$ cat src/rtl/seq_reg_array.sv
// Serial-in symbol array: appends at the tail, pops from the head, exposes all entries in parallel.
// Optional sticky error flag for dropped/ignored operations under `SEQ_REG_ARRAY_ERR_EN.
module seq_reg_array #(
  parameter int unsigned WIDTH = 2,
  parameter int unsigned DEPTH = 128,
  parameter int unsigned CNT_W = $clog2(DEPTH + 1)
) (
  input  logic                   clk,
  input  logic                   reset,
  input  logic                   valid,
  input  logic [WIDTH-1:0]       data_in,
  input  logic                   shift_en,
  input  logic                   clear,
  output logic [WIDTH-1:0]       data_out,
  output logic [WIDTH*DEPTH-1:0] q_flat,
  output logic [CNT_W-1:0]       count,
  output logic                   full,
  output logic                   empty
`ifdef SEQ_REG_ARRAY_ERR_EN
  ,
  output logic                   err
`endif
);

  logic [WIDTH-1:0] entry_q [DEPTH];
  logic [WIDTH-1:0] entry_d [DEPTH];
  logic [CNT_W-1:0] count_q, count_d;
  logic             do_pop, do_push;

  assign full  = (count_q == CNT_W'(DEPTH));
  assign empty = (count_q == '0);

  // A pop frees the tail slot, so a full array still accepts a concurrent append.
  assign do_pop  = shift_en && !empty;
  assign do_push = valid && (!full || do_pop);

  always_comb begin
    entry_d = entry_q;
    count_d = count_q;
    if (clear) begin
      for (int i = 0; i < DEPTH; i++) entry_d[i] = '0;
      count_d = '0;
    end else if (do_pop) begin
      for (int i = 0; i < DEPTH - 1; i++) entry_d[i] = entry_q[i + 1];
      entry_d[DEPTH-1] = '0;
      if (do_push) begin
        for (int i = 0; i < DEPTH; i++) begin
          if (CNT_W'(i + 1) == count_q) entry_d[i] = data_in;
        end
      end else begin
        count_d = count_q - 1'b1;
      end
    end else if (do_push) begin
      for (int i = 0; i < DEPTH; i++) begin
        if (CNT_W'(i) == count_q) entry_d[i] = data_in;
      end
      count_d = count_q + 1'b1;
    end
  end

  always_ff @(posedge clk or negedge reset) begin
    if (!reset) begin
      for (int i = 0; i < DEPTH; i++) entry_q[i] <= '0;
      count_q <= '0;
    end else begin
      entry_q <= entry_d;
      count_q <= count_d;
    end
  end

  for (genvar g = 0; g < DEPTH; g++) begin : g_flat
    assign q_flat[g*WIDTH +: WIDTH] = entry_q[g];
  end

  assign data_out = entry_q[0];
  assign count    = count_q;

`ifdef SEQ_REG_ARRAY_ERR_EN
  logic err_q;

  always_ff @(posedge clk or negedge reset) begin
    if (!reset) begin
      err_q <= 1'b0;
    end else if (clear) begin
      err_q <= 1'b0;
    end else if ((valid && full && !shift_en) || (shift_en && empty && !valid)) begin
      err_q <= 1'b1;
    end
  end

  assign err = err_q;
`endif

endmodule

$ cat config.mk
export PLATFORM = sky130hd
export DESIGN_NAME = seq_reg_array
export DESIGN_NICKNAME = d
export VERILOG_FILES = /design/src/rtl/seq_reg_array.sv
export SDC_FILE = /design/constraint.sdc
export NUM_CORES = 1
export LEC_CHECK = 0
export ABC_AREA = 0
export CORE_ASPECT_RATIO = 0.7
export CORE_UTILIZATION = 30
export DETAILED_ROUTE_END_ITERATION = 12
export GPL_ROUTABILITY_DRIVEN = 0
export PLACE_DENSITY = 0.6
export SYNTH_ARGS = -nofsm -noshare
export SYNTH_HDL_FRONTEND = slang
export SYNTH_SLANG_ARGS = --single-unit
$ cat constraint.sdc
create_clock -name clk -period 2.8 [get_ports clk]
set_input_delay 0.56 -clock clk [delete_from_list [all_inputs] [get_ports clk]]
set_output_delay 0.56 -clock clk [all_outputs]
set_load 0.005 [all_outputs]
==> impl_metrics.yaml <==
placement:
  place_inst: 3172
  io_buffer_count: 274
  hpwl_mm: 59.1
cts:
  clkTransAtPathRegs_ns: 0.06
  clockBufferDepth: 3
  htree_num_levels: 1
  cts_tree: "built"
  clk_latency_ns: 0.59
  cts_buffers: 31
  clock_sinks: 264
  root_buffer: "clkbuf_16"
power:
  clkPwrFrac: 0.278
  internal_power_mw: 8.42
  peakVddDrop_v: 0.000625
  power_frac_comb: 0.443
  p_sw_frac: 0.429
  p_leak_nw: 9.59
  seq_power_share: 0.279
  p_sw_mw: 6.34
  power_density_nw_per_um2: 619
route:
  wire_per_inst_um: 26.5
  vias: 19900
  ant_nets: 0
  viasPerCell: 6.17
  dr.first_iter.drc_count: 2749
  drc: 0
  dr.pass1.iters: 6
  routed_wl_mm: 85.7
sta:
  finClkSkew_ns: 0.0188
  post-route-min-period_ns: 2.73
  setup_violations: 0
  maxSlewViolCount: 0
  fin_crit_sh: 0.973
  slew_headroom: 0.384
  grt_setup_unrepaired: "no"
  fmax_mhz: 367
  tightest_slew_ns: 0.922
  hold_violations: 0
  setup_tns_ns: 0
worst_setup_path:
  required_ns: 2.24
  r2r_start: "count[1]"
  crit_path_end_kind: "output port"
  path_class: "flop to output port"
  critPathLaunchType: "flop"
  arrival_ns: 2.17
  rr_worst_depth: 10
  crit_start: "count[1]"
  critPathMaxFanout: 4
cells_and_area:
  area_delta_synth_final_pct: 30.4
  final_nets: 2416
  antenna_cells: 0
  drive_gt1_frac: 0.119
  fill_cells: 6025
  multi_input_area_um2: 10700
  finalNonFillerCells: 3232
  seq_area_um2: 6610
  postLayoutCoreUtil: 0.397
flow_run:
  maxCapViolations: 0
floorplan:
  coreArea_um2: 60100
  start_util: 0.304
  die-area_um2: 61900
  fp.dieW_um: 297
  pin_count: 275
  row_count: 75
  die_h_um: 209
yosys:
  synthTopCellsByArea: "dfrtp_1 36%, o21a_1 10%, o22ai_1 8.8%, mux2i_1 8.3%, a21oi_1 5.9%"
  async_flop_share: 1.00
  synthesis.area_um2: 18300
  synth_most_common_cell: "dfrtp_1"
  synth_area_per_cell_um2: 8.49
  synth_seq_cells: 264
  yosys.area.top_type: "dfrtp_1"
  synthTopCellsByCount: "264 x dfrtp_1, 256 x o22ai_1, 243 x o21a_1"
  synth_top_area_share: 0.361
  ys_seq_area_frac: 0.361
  synthFlopType: "dfrtp_1"
  synthCells: 2154
  syn_nets: 2166
  ys.warnings.count: 0
  synth_cell_types: 66
  synth_edf_count: 0
outcome:
  status: "finished, final reports clean"
hold_path:
  hold_class: "input pin to flop"
  hold_start: "data_in[0]"
  min_delay_path_depth: 2
global_routing:
  track_usage: 0.267
  grt_pass1_vias: 19100
  grt_pass1_wl_mm: 127
  grt_overflow_total: 0
  grt_max_degree: 109
  antenna_found_initial: 0
## per-layer routing
layer  vias to the layer above  share of wire  GRT usage
met2                      1250           0.42      0.386
li1                       8645              -          -
met4                         0          0.048      0.119
met3                       237           0.12     0.0792
met1                      9816           0.41      0.365
met5                         -              0          0
## layout by cell type (no fill, tap or decap), types with 27 or more instances in the layout
master and count:
clkdlybuf4s50_1 269, dfrtp_1 264, o22ai_1 256, o21a_1 243, nor2_1 227, a21oi_1 214
buf_4 162, mux2i_1 151, nand3_1 107, o21ai_0 103, o22a_1 90, a21o_1 32
clkbuf_16 31, buf_12 27
## cells by family after synthesis
group                      synth area share
AOI/OAI and AO/OA                     0.354
xor gates and xnor gates           0.000479
adders and majority gates           0.00342
buffers and inverters                0.0593
DFF                                   0.361
muxes                                0.0876
and+or+nand+nor                       0.134
## registers in the layout, summed over array words and instances (netlist names)
register  cells
data_out      2
count         8
q_flat      254
## power groups by stage
| stage | sequential, mW | clock [mW] | combinational [mW] |
|---|---|---|---|
| final | 4.12 | 4.10 | 6.53 |
| after global routing | 4.13 | 4.29 | 6.84 |
| after CTS | 4.12 | 4.11 | 6.25 |
| after detailed placement | 4.18 | 0 | 6.16 |
| after global placement | 4.18 | 0 | 6.06 |
| after floorplan | 4.17 | 0 | 3.70 |
## worst max-delay path, stage by stage (launching register included)
cell	delay (ns)
dfrtp_1	0.39
inv_2	0.09
ha_2	0.17
or3b_4	0.39
buf_4	0.15
nor3_2	0.14
buf_4	0.15
clkbuf_2	0.11
## metrics by stage
stage | power (mW) | setup slack, ns | cell area, µm² | hold slack [ns]
after global routing | 15.3 | 0.00308 | 23800 | 0.468
after CTS | 14.5 | -0.176 | 23800 | 0.442
after detailed placement | 10.3 | -0.115 | 22800 | 0.510
after global placement | 10.2 | -0.106 | 22800 | 0.519
final | 14.8 | 0.0743 | 23800 | 0.464
after floorplan | 7.87 | 0.332 | 18300 | 0.264
## final cells by class
class / count / area share
inverter: 11 / 0.00173
tap: 808 / 0.0424
clock inverter: 8 / 0.00325
multi-input combinational: 1634 / 0.449
clock buffer: 45 / 0.0381
sequential: 264 / 0.277
timing repair buffer: 462 / 0.188
## path summary, 6_finish.rpt
kind / endpoint / slack, ns
max: full / 0.07
min: q_flat[254] / 0.46
max reg2reg: q_flat[128] / 0.09
min reg2reg: q_flat[102] / 0.52
max in group asynchronous: q_flat[221] / 1.47
min in group asynchronous: q_flat[112] / 0.55
## repair_timing
item,in CTS,in global routing
setup buffers,1,5
hold buffers,1,0
cloned,0,0
endpoints found under the setup margin,2,31
endpoints found under the hold margin,26,0
gates resized for setup,8,6
(Power assumes the default switching activity.)
